$ cat config.mk
export PLATFORM = sky130hd
export DESIGN_NAME = buffer_swap_controller
export DESIGN_NICKNAME = d
export VERILOG_FILES = /design/src/rtl/double_buffer_pkg.sv /design/src/rtl/sat_counter.sv /design/src/rtl/buffer_swap_controller.sv
export SDC_FILE = /design/constraint.sdc
export NUM_CORES = 1
export LEC_CHECK = 0
export CELL_PAD_IN_SITES_DETAIL_PLACEMENT = 1
export CELL_PAD_IN_SITES_GLOBAL_PLACEMENT = 2
export CORE_MARGIN = 4
export CORE_UTILIZATION = 30
export CTS_CLUSTER_SIZE = 30
export DETAILED_ROUTE_END_ITERATION = 12
export HOLD_SLACK_MARGIN = 0.15
export PLACE_DENSITY_LB_ADDON = 0.25
export SLEW_MARGIN = 20
export SYNTH_ARGS = -nofsm -noshare
export SYNTH_HDL_FRONTEND = slang
export SYNTH_SLANG_ARGS = --single-unit
$ cat constraint.sdc
create_clock -name clk -period 6.65 [get_ports clk]
set_input_delay 1.6625 -clock clk [delete_from_list [all_inputs] [get_ports clk]]
set_output_delay 1.6625 -clock clk [all_outputs]
set_load 0.02 [all_outputs]
$ cat src/rtl/double_buffer_pkg.sv
// Shared types and defaults for the HDMI-to-matrix double-buffer control path.
// Holds the swap sequencer state encoding and the default timing parameters.
package double_buffer_pkg;

  typedef enum logic [2:0] {
    EMPTY   = 3'd0,
    FILLING = 3'd1,
    PENDING = 3'd2,
    SWAP    = 3'd3,
    SETTLE  = 3'd4
  } swap_state_t;

  localparam int unsigned DEF_SWAP_PULSE_CYCLES = 4;
  localparam int unsigned DEF_SETTLE_CYCLES     = 8;
  localparam int unsigned DEF_CNT_WIDTH         = 16;

  function automatic int unsigned max_u(input int unsigned a, input int unsigned b);
    return (a > b) ? a : b;
  endfunction

endpackage

$ cat src/rtl/sat_counter.sv
// Status event counter with synchronous reset/clear; either wraps or
// saturates at all-ones depending on SATURATE.
module sat_counter #(
  parameter int unsigned WIDTH    = 16,
  parameter bit          SATURATE = 1'b0
) (
  input  logic             clk,
  input  logic             rst,
  input  logic             clr,
  input  logic             inc,
  output logic [WIDTH-1:0] count
);

  logic [WIDTH-1:0] count_q;
  logic [WIDTH-1:0] count_d;

  // NOTE: combinational blocks use blocking '=' and start from a default so no
  // latch is inferred; only the always_ff block below uses non-blocking '<='.
  always_comb begin
    count_d = count_q;
    if (clr) begin
      count_d = '0;
    end else if (inc) begin
      if (!SATURATE || (count_q != '1)) begin
        count_d = count_q + WIDTH'(1);
      end
    end
  end

  always_ff @(posedge clk) begin
    if (rst) begin
      count_q <= '0;
    end else begin
      count_q <= count_d;
    end
  end

  assign count = count_q;

endmodule

$ cat src/rtl/buffer_swap_controller.sv
// Frame-level sequencer for the double buffer: decides when write and read
// halves swap, gates the writer, restarts scan-out and counts frames.
module buffer_swap_controller
  import double_buffer_pkg::*;
#(
  parameter int unsigned SWAP_PULSE_CYCLES = DEF_SWAP_PULSE_CYCLES,
  parameter int unsigned SETTLE_CYCLES     = DEF_SETTLE_CYCLES,
  parameter int unsigned CNT_WIDTH         = DEF_CNT_WIDTH
) (
  input  logic                 clk,
  input  logic                 rst,
  input  logic                 write_frame_start,
  input  logic                 write_frame_done,
  input  logic                 read_frame_done,
  output logic                 write_allow,
  output logic                 read_start,
  output logic                 swap_trigger,
  output logic                 data_valid,
  output logic [CNT_WIDTH-1:0] frames_swapped,
  output logic [CNT_WIDTH-1:0] frames_dropped
);

  localparam int unsigned CYC_W = $clog2(max_u(SWAP_PULSE_CYCLES, SETTLE_CYCLES) + 1);
  localparam logic [CYC_W-1:0] SWAP_LOAD   = CYC_W'(SWAP_PULSE_CYCLES - 1);
  localparam logic [CYC_W-1:0] SETTLE_LOAD = CYC_W'(SETTLE_CYCLES - 1);

  if (SWAP_PULSE_CYCLES < 1) begin : g_bad_pulse
    $error("SWAP_PULSE_CYCLES must be at least 1");
  end
  if (SETTLE_CYCLES < 1) begin : g_bad_settle
    $error("SETTLE_CYCLES must be at least 1");
  end

  swap_state_t      state_q, state_d;
  logic [CYC_W-1:0] cyc_q, cyc_d;
  logic             read_busy_q, read_busy_d;
  logic             write_allow_q, write_allow_d;
  logic             read_start_q, read_start_d;
  logic             swap_trigger_q, swap_trigger_d;
  logic             data_valid_q, data_valid_d;

  logic             rfd_valid;
  logic             wfd_valid;
  logic             swap_entry;
  logic             drop_inc;

  always_comb begin
    // Events that arrive while their side is not active are discarded here.
    rfd_valid    = read_frame_done && read_busy_q;
    wfd_valid    = write_frame_done && write_allow_q;
    state_d      = state_q;
    cyc_d        = cyc_q;
    read_start_d = 1'b0;

    unique case (state_q)
      EMPTY: begin
        if (wfd_valid) state_d = SWAP;
      end
      FILLING: begin
        if (wfd_valid) begin
          if (!read_busy_q || rfd_valid) state_d = SWAP;
          else                           state_d = PENDING;
        end else if (rfd_valid) begin
          read_start_d = 1'b1;
        end
      end
      PENDING: begin
        if (rfd_valid) state_d = SWAP;
      end
      SWAP: begin
        if (cyc_q == '0) begin
          state_d = SETTLE;
          cyc_d   = SETTLE_LOAD;
        end else begin
          cyc_d = cyc_q - CYC_W'(1);
        end
      end
      SETTLE: begin
        if (cyc_q == '0) begin
          state_d      = FILLING;
          read_start_d = 1'b1;
        end else begin
          cyc_d = cyc_q - CYC_W'(1);
        end
      end
      default: state_d = EMPTY;
    endcase

    swap_entry = (state_d == SWAP) && (state_q != SWAP);
    if (swap_entry) cyc_d = SWAP_LOAD;

    read_busy_d    = (read_busy_q && !rfd_valid) || read_start_d;
    write_allow_d  = (state_d == EMPTY) || (state_d == FILLING);
    swap_trigger_d = (state_d == SWAP);
    data_valid_d   = data_valid_q || swap_entry;
    drop_inc       = write_frame_start && !write_allow_q;
  end

  always_ff @(posedge clk) begin
    if (rst) begin
      state_q        <= EMPTY;
      cyc_q          <= '0;
      read_busy_q    <= 1'b0;
      write_allow_q  <= 1'b1;
      read_start_q   <= 1'b0;
      swap_trigger_q <= 1'b0;
      data_valid_q   <= 1'b0;
    end else begin
      state_q        <= state_d;
      cyc_q          <= cyc_d;
      read_busy_q    <= read_busy_d;
      write_allow_q  <= write_allow_d;
      read_start_q   <= read_start_d;
      swap_trigger_q <= swap_trigger_d;
      data_valid_q   <= data_valid_d;
    end
  end

  sat_counter #(
    .WIDTH    (CNT_WIDTH),
    .SATURATE (1'b0)
  ) u_swapped_cnt (
    .clk   (clk),
    .rst   (rst),
    .clr   (1'b0),
    .inc   (swap_entry),
    .count (frames_swapped)
  );

  sat_counter #(
    .WIDTH    (CNT_WIDTH),
    .SATURATE (1'b1)
  ) u_dropped_cnt (
    .clk   (clk),
    .rst   (rst),
    .clr   (1'b0),
    .inc   (drop_inc),
    .count (frames_dropped)
  );

  assign write_allow  = write_allow_q;
  assign read_start   = read_start_q;
  assign swap_trigger = swap_trigger_q;
  assign data_valid   = data_valid_q;

endmodule

### Yosys cells after proc, flatten, opt, wreduce, memory -nomap -nowiden

Index checks and enable logic that the tools add are counted.

* input bits: 5
* output and inout port bits: 36
* flip-flop bits (word level): 44
* word-level logic and storage cells: 59

* $add $sub $neg: 3
* multiplexer cells: 15
* reductions and logical operators: 21
* equality and inequality tests: 10

Operators with widths (number)
* 16-bit by 1-bit adder with 16-bit output (second input constant): 2
* 16-bit != test (second input constant): 1
* 3-bit two-way mux: 5
* 3-bit case mux with 5 select lines: 1
* 3-bit by 2-bit equality test with 1-bit output (second input constant): 3
* 4-bit two-way mux: 2
* 4-bit case mux with 2 select lines: 1
* 3-bit by 1-bit equality test with 1-bit output (second input constant): 2
* 3-bit logical NOT: 2
* 2-bit AND reduction: 3
* 1-bit logical AND: 5
* 4-bit logical NOT: 1
* 1-bit logical OR: 4
* 1-bit two-way mux: 4
* 4-bit by 1-bit subtractor with 4-bit output (second input constant): 1
* 3-bit equality test (second input constant): 1
* 1-bit logical NOT: 3
* 3-bit by 2-bit != test with 1-bit output (second input constant): 1
* 3-bit != test (second input constant): 1
* 3-bit nonzero test: 1
* 2-bit two-way mux: 1
* 2-bit != test (second input constant): 1
* 1-bit case mux with 2 select lines: 1
* 2-bit nonzero test: 1
* 2-bit OR reduction: 1

### Depth between registers and ports, before layout

Gate-level depths: netlist of the first run.

* word-level depth: 9
* gate-level depth with buffers: 9

### By module

From an unflattened synthesis of the first run, not the netlist that was laid out.

* cells, all modules: 261
* area total of the unflattened synthesis: 2341.0 sq um

Modules (own cells, without submodules)
* sat_counter at u_dropped_cnt: cells an instance 102, area each 917.1 sq um, times used 1
* sat_counter at u_swapped_cnt: cells an instance 86, area each 780.7 sq um, times used 1
* buffer_swap_controller: cells an instance 73, area each 643.1 sq um, times used 1

### Worst setup path before layout of the first run

No wires, ideal clock.

* path type: input-to-reg
* start: input port write_frame_done
* end: register cyc_q[0]
* path buffers: 1
* arrival: 2.940 ns
* path slack: 3.570 ns
* cell stages on the path: 6
* setup time: 0.140 ns
* cell sequence: and3b_2 or3_2 and3_1 clkbuf_1 a211oi_1 a221oi_1

* cells in the longest elaborated chain, start to end: 7

Ends and longest elaborated chain
* from (decl): line buffer_swap_controller.sv:13 `input logic write_frame_done,`
* 1-bit logical AND *: line buffer_swap_controller.sv:50 `wfd_valid = write_frame_done && write_allow_q;`
* 3-bit two-way mux (on tied branches): line buffer_swap_controller.sv:60, buffer_swap_controller.sv:57
* 3-bit case mux with 5 select lines *: line buffer_swap_controller.sv:55 `unique case (state_q)`
* 3-bit by 2-bit equality test with 1-bit output *: line buffer_swap_controller.sv:89 `swap_entry = (state_d == SWAP) && (state_q != SWAP);`
* 1-bit logical AND *: line buffer_swap_controller.sv:89
* 3-bit != test (no line) or 3-bit nonzero test (tied branches)
* 2-bit AND reduction (no line)
* to (signal assigned): line buffer_swap_controller.sv:110 `cyc_q <= cyc_d;`
* to (decl): line buffer_swap_controller.sv:35 `logic [CYC_W-1:0] cyc_q, cyc_d;`

Every way passes the cells marked *; elsewhere a longest branch is shown, timed or not.
A chain may end at the register's enable or synchronous reset.

### Worst setup path in the final report of the first run

* start: input port write_frame_done
* end: register u_swapped_cnt.count_q[11], in the netlist u_swapped_cnt.count[11]

* cells in the longest elaborated chain, start to end: 5

Ends and longest elaborated chain
* 1-bit logical AND *: line buffer_swap_controller.sv:50
* 3-bit two-way mux (on tied branches): line buffer_swap_controller.sv:60, buffer_swap_controller.sv:57
* 3-bit case mux with 5 select lines *: line buffer_swap_controller.sv:55
* 3-bit by 2-bit equality test with 1-bit output *: line buffer_swap_controller.sv:89
* 1-bit logical AND *: line buffer_swap_controller.sv:89
* to (signal assigned): line sat_counter.sv:34 `count_q <= count_d;`
* to (decl): line sat_counter.sv:14 `logic [WIDTH-1:0] count_q;`

Marks and branches as above.

==> out/metrics.csv, run 1 <==
stage,metric,value,unit
synthesis,syn_area_per_cell,8.59,um2
routing,Initial DRC Count,69,
setup_path,Setup crit start kind,input port,
grt,initial antenna violation count,0,
synthesis,Yosys reg bits,44,
routing,WL/cell,14.6,um
grt,Most Crowded Layer GR,met2,
floorplanning,row count,31,
timing,Slew Limit Fails,0,
routing,Post-Route WL,5750,um
timing,setup TNS,0,ns
synthesis,Post-Syn Area,2210,um2
grt,GRT overflow,0,
grt,first-pass GRT wire length,9960,um
setup_path,CP max stage delay,0.65,ns
clocking,postcts setup bufs,0,
routing,via count,1968,
finish,layout cells sized above 1,0.0678,
timing,Final min period,3.74,ns
grt,vias in the first global route,2048,
placement,I/O Buffers,40,
grt,largest net degree at the start of global routing,45,
clocking,root buf cell,clkbuf_8,
floorplanning,die width,93.8,um
setup_path,element type at the critical path end,flip-flop,
routing,vias per std cell,4.99,
setup_path,kind of critical path,input port to flip-flop,
floorplanning,Ports,41,
clocking,CTS tree,built,
power_and_ir_drop,worst IR drop on VDD,0.0893,mV
clocking,cts hold-fix bufs,0,
clocking,H-tree depth,2,
timing,Worst slew margin,0.342,
finish,design area,2790,um2
finish,"commonest non-fill, non-tap cells in the layout","44 x dfxtp_1, 40 x clkdlybuf4s50_1, 32 x nor2_1",
finish,most common library cell in the layout ignoring fill and taps,dfxtp_1,
synthesis,"Async S/R FF share, synth",0,
setup_path,CP Cell Sequence,clkdlybuf4s50_1 > nand3b_1 > a21oi_1 > nand4_1 > or4b_1 > a21oi_1,
setup_path,"most used cell, CP",a21oi_1,
floorplanning,Initial Util,0.306,
clocking,Sink Count,44,
synthesis,synthesized net count,265,
timing,Max Freq,0.267,GHz
setup_path,R2R Setup Slk,4.23,ns
placement,DP HPWL,4100,um
setup_path,reg2reg start,cyc_q[0],
grt,Tot GR Track Use,0.141,
min_path,worst hold stages,2,
setup_path,R2R depth,7,
floorplanning,DIE HEIGHT,93.8,um
floorplanning,Core Area,7210,um2
grt,GR Util met2,0.215,
synthesis,"Distinct cells, synth",51,
setup_path,CP Data Required Time,6.87,ns
floorplanning,die area,8800,um2
finish,nets,302,
timing,Clock Skews,0.00986,ns
power_and_ir_drop,Leak,0.911,nW
min_path,Hold Startpoint,data_valid,
grt,met1 GRT Util,0.194,
timing,Final period util,0.562,
placement,Final Wtd Congestion,0.746,
synthesis,post-synthesis sequential area ratio,0.399,
setup_path,Critical Path Source,write_frame_done,
timing,RSZ-0062 raised after global routing,no,
min_path,Hold Path End,data_valid,
timing,final hold violation count,0,
setup_path,WP buf/inv,1,
synthesis,yosys warns,0,
grt,GRT met3 Usage,0.0321,
routing,drt pass-1 iters,4,
timing,final setup vio count,0,
power_and_ir_drop,PwrDens,218,nW/um2
clocking,clock tree buffer depth,2,
timing,Least-Margin Pin Slew,0.980,ns
setup_path,reg2reg end,cyc_q[0],
outcome,status,"complete, no violations",
setup_path,CP max FO,14,
setup_path,Worst path depth,6,
clocking,cts repair resizes,0,
setup_path,crit path DAT,3.96,ns
clocking,clock slew at reported path FFs,0.08,ns
finish,area added between synthesis and finish,26.3,%
routing,Routed Antenna Nets,0,
setup_path,Slowest cell on crit path,or4b_1,
setup_path,family with the most delay on the worst path,simple AND/OR/NAND/NOR gates,
clocking,CTS buffer count,5,
run,Max-cap violations,0,
synthesis,Synth Flop Type,dfxtp_1,
synthesis,Mapped Cells,257,
min_path,Hold WC Path Type,flip-flop to flip-flop,
routing,DR DRC count,0,
finish,n_diodes,0,
placement,placed instance area,2660,um2
clocking,clk_lat worst skew,0.30,ns
synthesis,Post-synth EDFFs,0,
==> area by class of cell <==
class / count / area (um2)
inverters: 6 / 22.5
well taps: 99 / 124
multi-input cells: 196 / 1230
flip-flops and latches: 44 / 881
fillers: 873 / 4430
clock inverters: 1 / 30.0
repair buffers: 41 / 408
clock buffers: 7 / 96.3
==> power breakdown <==
group	total [mW]	switching (mW)	internal, mW
logic	0.0945	0.0548	0.0397
clock network	0.227	0.0945	0.133
registers	0.287	0.0132	0.274
total	0.609	0.162	0.446
==> flip-flops by register name (all words and copies together) (netlist names) <==
| signal | flops |
|---|---|
| cyc_q | 4 |
| write_allow | 1 |
| u_swapped_cnt.count | 16 |
| swap_trigger | 1 |
| read_start | 1 |
| data_valid | 1 |
| u_dropped_cnt.count | 16 |
| read_busy_q | 1 |
| state_q | 3 |
==> routing by layer <==
| metal | wire length [um] | vias up |
|---|---|---|
| met4 | 101 | 0 |
| met3 | 210 | 9 |
| met2 | 2510 | 33 |
| li1 | - | 999 |
| met5 | 0 | - |
| met1 | 2930 | 927 |
==> through the flow <==
stage               utilization  setup slack [ns]  instances  total power, mW  hold slack, ns
floorplan                     -              3.57        257            0.366           0.476
global placement          0.369              2.81        386            0.387           0.452
detailed placement        0.369              2.64        386            0.389           0.456
CTS                       0.387              2.94        394            0.617           0.478
global route              0.387              2.67        394            0.641           0.520
finish                    0.387              2.91        394            0.609           0.468
==> synth_stat cells (all sizes together), types with 3 or more instances <==
master  count  area, um2
and3        6       38.8
o21ai       6       30.0
xnor2      14        123
nand2b      5       38.8
xor2        6       52.6
nand3       9       45.0
nor2       32        120
buf         5       46.3
a211oi      5       37.5
and4        3       26.3
o31ai       6       45.0
ha          3       37.5
or3         5       33.8
nor3       11       55.1
inv         6       22.5
or4         5       37.5
clkbuf      5       18.8
and2        3       18.8
nor4        6       37.5
a21oi      21        105
nand4      10       62.6
dfxtp      44        881
nand2      17       63.8
==> worst min-delay path: stages, from the launching register on <==
cell and delay [ns]:
dfxtp_1 0.33, nor2_1 0.04, nor2_1 0.06
==> how the worst max path moves through the flow <==
stage,endpoint,slack [ns]
final,u_swapped_cnt.count[11],2.91
after global routing,u_swapped_cnt.count[11],2.67
after CTS,u_swapped_cnt.count[11],2.94
after detailed placement,u_swapped_cnt.count[11],2.64
after global placement,u_swapped_cnt.count[15],2.81
after floorplan,cyc_q[0],3.57
==> cells by family (layout without fill, tap and decap cells) <==
kind of cell / Yosys count / after routing / share of synthesized area
simple gates: 125 / 125 / 0.316
xor+xnor: 20 / 20 / 0.0793
flops: 44 / 44 / 0.399
mux: 2 / 2 / 0.00907
buf+inv: 17 / 55 / 0.0453
compound gates: 46 / 46 / 0.134
fa+ha+maj: 3 / 3 / 0.0170
(Power assumes the default switching activity.)
==> inputs of run 2 (changes only) <==
--- a/config.mk
+++ b/config.mk
@@ -8,7 +8,7 @@
 export CELL_PAD_IN_SITES_DETAIL_PLACEMENT = 1
 export CELL_PAD_IN_SITES_GLOBAL_PLACEMENT = 2
 export CORE_MARGIN = 4
-export CORE_UTILIZATION = 30
+export CORE_UTILIZATION = 28
 export CTS_CLUSTER_SIZE = 30
 export DETAILED_ROUTE_END_ITERATION = 12
 export HOLD_SLACK_MARGIN = 0.15
==> constraint.sdc (replaced) <==
create_clock -name clk -period 3.1 [get_ports clk]
set_input_delay 0.775 -clock clk [delete_from_list [all_inputs] [get_ports clk]]
set_output_delay 0.775 -clock clk [all_outputs]
set_load 0.02 [all_outputs]
==> run 2 against run 1 <==
Hold slack improved by 0.033 ns; setup slack got worse by 2.3 ns; clock skew about the same; global-route usage decreased by 1.5 points; total power increased by 93%; count of clock-buffer cells in the layout decreased by 2; clock power increased by 56%; cell count increased by 1.5%; largest cell class unchanged.
==> out/metrics.csv, run 2 (same netlist as run 1, synthesis figures left out) <==
stage,metric,value,unit
outcome,status,"complete, no violations",
timing,Final min period,2.48,ns
timing,Clock Skews,0.00952,ns
floorplanning,row count,32,
routing,DR DRC count,0,
setup_path,R2R Setup Slk,0.76,ns
grt,first-pass GRT wire length,10000,um
floorplanning,Core Area,7690,um2
setup_path,Setup crit start kind,input port,
floorplanning,Ports,41,
timing,final setup margin,0.624,ns
min_path,Hold WC Path Type,flip-flop to flip-flop,
placement,I/O Buffers,40,
finish,"commonest non-fill, non-tap cells in the layout","44 x dfxtp_1, 40 x clkdlybuf4s50_1, 32 x nor2_1",
clocking,clk_lat worst skew,0.30,ns
timing,final setup vio count,0,
routing,Routed Antenna Nets,0,
power_and_ir_drop,worst IR drop on VDD,0.150,mV
setup_path,R2R depth,7,
setup_path,CP Data Required Time,3.26,ns
finish,layout cells sized above 1,0.0772,
timing,Slew Limit Fails,0,
setup_path,reg2reg end,cyc_q[0],
floorplanning,die width,96.8,um
grt,GRT overflow,0,
routing,WL/cell,14.4,um
run,Max-cap violations,0,
clocking,clock tree buffer depth,2,
timing,setup TNS,0,ns
clocking,H-tree depth,2,
power_and_ir_drop,PwrDens,423,nW/um2
grt,Tot GR Track Use,0.126,
min_path,worst hold stages,2,
timing,Worst slew margin,0.563,
floorplanning,DIE HEIGHT,96.8,um
finish,area added between synthesis and finish,25.8,%
timing,Final period util,0.799,
clocking,cts repair resizes,0,
clocking,postcts setup bufs,0,
timing,RSZ-0062 raised after global routing,no,
power_and_ir_drop,Leak,0.906,nW
floorplanning,Initial Util,0.287,
finish,Final Core Density,0.361,
placement,DP HPWL,4270,um
timing,Max Freq,0.404,GHz
placement,Final Wtd Congestion,0.776,
timing,Least-Margin Pin Slew,0.656,ns
routing,Post-Route WL,5770,um
timing,final hold violation count,0,
routing,vias per std cell,4.96,
clocking,clock slew at reported path FFs,0.08,ns
finish,n_diodes,0,
routing,via count,1983,
min_path,Hold Startpoint,data_valid,
clocking,Sink Count,44,
placement,pre-CTS setup slack,0.303,ns
routing,Initial DRC Count,74,
clocking,cts hold-fix bufs,0,
clocking,CTS tree,built,
finish,# fillers,932,
setup_path,kind of critical path,input port to flip-flop,
grt,initial antenna violation count,0,
grt,largest net degree at the start of global routing,21,
setup_path,reg2reg start,cyc_q[0],
finish,nets,306,
setup_path,crit path DAT,2.64,ns
min_path,Hold Path End,data_valid,
grt,vias in the first global route,1954,
finish,most common library cell in the layout ignoring fill and taps,dfxtp_1,
clocking,CTS buffer count,5,
floorplanning,die area,9370,um2
setup_path,element type at the critical path end,flip-flop,
setup_path,CP max FO,14,
clocking,root buf cell,clkbuf_8,
routing,drt pass-1 iters,4,
## run 2: worst max path at each step
stage	start	to	slack [ns]
3_5_place_dp	write_frame_done	u_swapped_cnt.count[5]	0.30
4_1_cts	write_frame_done	u_swapped_cnt.count[5]	0.63
2_1_floorplan	write_frame_done	cyc_q[0]	0.91
3_3_place_gp	write_frame_done	u_swapped_cnt.count[5]	0.35
6_report	write_frame_done	u_swapped_cnt.count[5]	0.62
5_1_grt	write_frame_done	cyc_q[0]	0.48
## run 2: final cells by class
type	instances	area, um2	share of cell area
multi-input combinational	196	1230	0.442
tap	102	128	0.0459
inverter	6	22.5	0.00811
clock buffer	5	68.8	0.0248
sequential	44	881	0.317
clock inverter	2	12.5	0.00450
timing repair buffer	45	438	0.158
## run 2: stage by stage
| stage | cell area [um2] | power (mW) | hold WS (ns) | instances |
|---|---|---|---|---|
| global route | 2780 | 1.24 | 0.528 | 400 |
| finish | 2780 | 1.18 | 0.501 | 400 |
| detailed placement | 2700 | 0.838 | 0.480 | 393 |
| global placement | 2700 | 0.835 | 0.457 | 393 |
| floorplan | 2210 | 0.784 | 0.476 | 257 |
| CTS | 2780 | 1.20 | 0.499 | 400 |
## run 2: power by group
| part | total, mW | switching [mW] | internal, mW |
|---|---|---|---|
| logic | 0.207 | 0.119 | 0.0886 |
| registers | 0.615 | 0.0276 | 0.587 |
| clock network | 0.353 | 0.200 | 0.153 |
| total | 1.18 | 0.347 | 0.829 |
## run 2: metal layers
metal	track usage	vias to the layer above	part of all wire
li1	-	1010	-
met1	0.185	933	0.54
met2	0.188	34	0.42
met3	0.0274	6	0.028
met4	0.0292	0	0.0092
met5	0	-	0
## run 2: worst max-delay path: stages
cell and delay [ns]:
clkdlybuf4s50_1 0.48, and3b_2 0.24, or3_2 0.52, a21boi_4 0.39, or4_1 0.18, a21oi_1 0.06
==> inputs of run 3 (changes only) <==
==> constraint.sdc (replaced) <==
create_clock -name clk -period 2 [get_ports clk]
set_input_delay 0.5 -clock clk [delete_from_list [all_inputs] [get_ports clk]]
set_output_delay 0.5 -clock clk [all_outputs]
set_load 0.02 [all_outputs]
==> run 3 against run 2 <==
Register-to-register slack got worse by 0.71 ns; sequential share of layout area fell by 3.6 points; global-route usage rose by 0.88 points; design area rose by 14%; cell count rose by 8.8%; critical path type is now flip-flop to flip-flop.
==> out/metrics.csv, run 3 (same netlist as run 1, synthesis figures left out) <==
stage,metric,value,unit
timing,Least-Margin Pin Slew,0.357,ns
power_and_ir_drop,Final Total Pwr,1.98,mW
min_path,Hold Startpoint,data_valid,
floorplanning,die area,9370,um2
setup_path,CP Cell Sequence,inv_2 > ha_4 > or3b_4 > nand2b_4 > a21boi_4 > or4_4 > a21oi_2,
placement,I/O Buffers,40,
routing,Initial DRC Count,72,
timing,Max Freq,0.514,GHz
clocking,clock tree buffer depth,2,
timing,Final min period,1.95,ns
floorplanning,DIE HEIGHT,96.8,um
timing,worst hold margin,0.482,ns
finish,"commonest non-fill, non-tap cells in the layout","40 x dfxtp_1, 39 x buf_4, 38 x clkdlybuf4s50_1",
power_and_ir_drop,worst IR drop on VDD,0.257,mV
routing,vias per std cell,4.96,
clocking,CTS buffer count,5,
clocking,clock slew at reported path FFs,0.08,ns
floorplanning,Initial Util,0.287,
finish,# fillers,922,
routing,via count,2158,
timing,final setup margin,0.0531,ns
timing,RSZ-0062 raised after global routing,yes,
finish,most common library cell in the layout ignoring fill and taps,dfxtp_1,
setup_path,kind of critical path,flip-flop to flip-flop,
placement,pre-CTS setup slack,-0.412,ns
clocking,cts hold-fix bufs,0,
clocking,Sink Count,44,
setup_path,family with the most delay on the worst path,simple AND/OR/NAND/NOR gates,
placement,DP HPWL,4640,um
timing,Worst slew margin,0.760,
clocking,H-tree depth,2,
routing,drt pass-1 iters,4,
finish,area added between synthesis and finish,42.9,%
setup_path,CP max stage delay,0.43,ns
finish,Final Core Density,0.411,
grt,GRT overflow,0,
clocking,clk_lat worst skew,0.30,ns
timing,final setup vio count,0,
outcome,status,"complete, no violations",
grt,first-pass GRT wire length,10600,um
setup_path,Slowest cell on crit path,or4_4,
timing,Clock Skews,0.00526,ns
setup_path,CP Data Required Time,2.23,ns
setup_path,R2R depth,7,
clocking,root buf cell,clkbuf_8,
routing,Post-Route WL,6380,um
min_path,Hold WC Path Type,flip-flop to flip-flop,
finish,n_diodes,0,
floorplanning,Core Area,7690,um2
placement,Final Wtd Congestion,0.786,
finish,layout cells sized above 1,0.237,
setup_path,element type at the critical path end,flip-flop,
floorplanning,die width,96.8,um
min_path,Hold Path End,data_valid,
grt,largest net degree at the start of global routing,20,
setup_path,CP max FO,7,
routing,Routed Antenna Nets,0,
grt,initial antenna violation count,0,
setup_path,reg2reg end,u_swapped_cnt.count[9],
setup_path,reg2reg start,cyc_q[1],
run,Max-cap violations,0,
timing,Final period util,0.973,
finish,nets,341,
setup_path,crit path DAT,2.18,ns
routing,DR DRC count,0,
routing,WL/cell,14.7,um
placement,placed instance area,2970,um2
floorplanning,row count,32,
setup_path,Setup crit start kind,flip-flop,
grt,Tot GR Track Use,0.135,
setup_path,R2R Setup Slk,0.05,ns
floorplanning,Ports,41,
finish,Finished Layout Cells,435,
timing,Slew Limit Fails,0,
finish,design area,3160,um2
power_and_ir_drop,Leak,1.10,nW
min_path,worst hold stages,2,
placement,Cells after DPL,425,
timing,final hold violation count,0,
clocking,CTS tree,built,
power_and_ir_drop,PwrDens,627,nW/um2
grt,vias in the first global route,2170,
setup_path,WP buf/inv,1,
timing,setup TNS,0,ns
-- run 3: layout make-up --
class | instances | area [um2] | share of cell area
multi-input cells | 197 | 1350 | 0.426
inverters | 6 | 22.5 | 0.00713
clock inverters | 2 | 12.5 | 0.00396
repair buffers | 79 | 694 | 0.220
flip-flops and latches | 44 | 886 | 0.281
clock buffers | 5 | 68.8 | 0.0218
well taps | 102 | 128 | 0.0404
-- run 3: worst max path at each step --
stage	from	endpoint	cells after the start
after global routing	cyc_q[1]	u_swapped_cnt.count[11]	7
after floorplan	cyc_q[1]	u_swapped_cnt.count[11]	9
after detailed placement	write_frame_done	u_swapped_cnt.count[9]	7
after global placement	write_frame_done	u_swapped_cnt.count[11]	7
final	cyc_q[1]	u_swapped_cnt.count[9]	7
after CTS	cyc_q[1]	u_swapped_cnt.count[7]	7
-- run 3: power by group --
group	switching (mW)	total [mW]	internal (mW)
registers	0.0326	0.945	0.913
clock network	0.313	0.550	0.237
logic	0.241	0.484	0.242
-- run 3: tightest hold or removal path, cell delays in order (launching register included) --
cell and delay [ns]:
dfxtp_1 0.34, nor2_1 0.05, nor2_1 0.07
-- run 3: repair_timing --
item	in CTS	in global routing
cloned	1	0
pin swaps	9	6
hold endpoints to repair	0	0
setup endpoints to repair	12	17
setup buffers	1	2
gates resized for setup	5	16
-- run 3: per-layer routing --
layer / wire [um] / vias to the layer above / part of all wire / track usage
met3: 171 / 6 / 0.027 / 0.0274
met5: 0 / - / 0 / 0
met4: 68 / 0 / 0.011 / 0.0421
met1: 3170 / 1042 / 0.50 / 0.184
li1: - / 1076 / - / -
met2: 2970 / 34 / 0.47 / 0.214
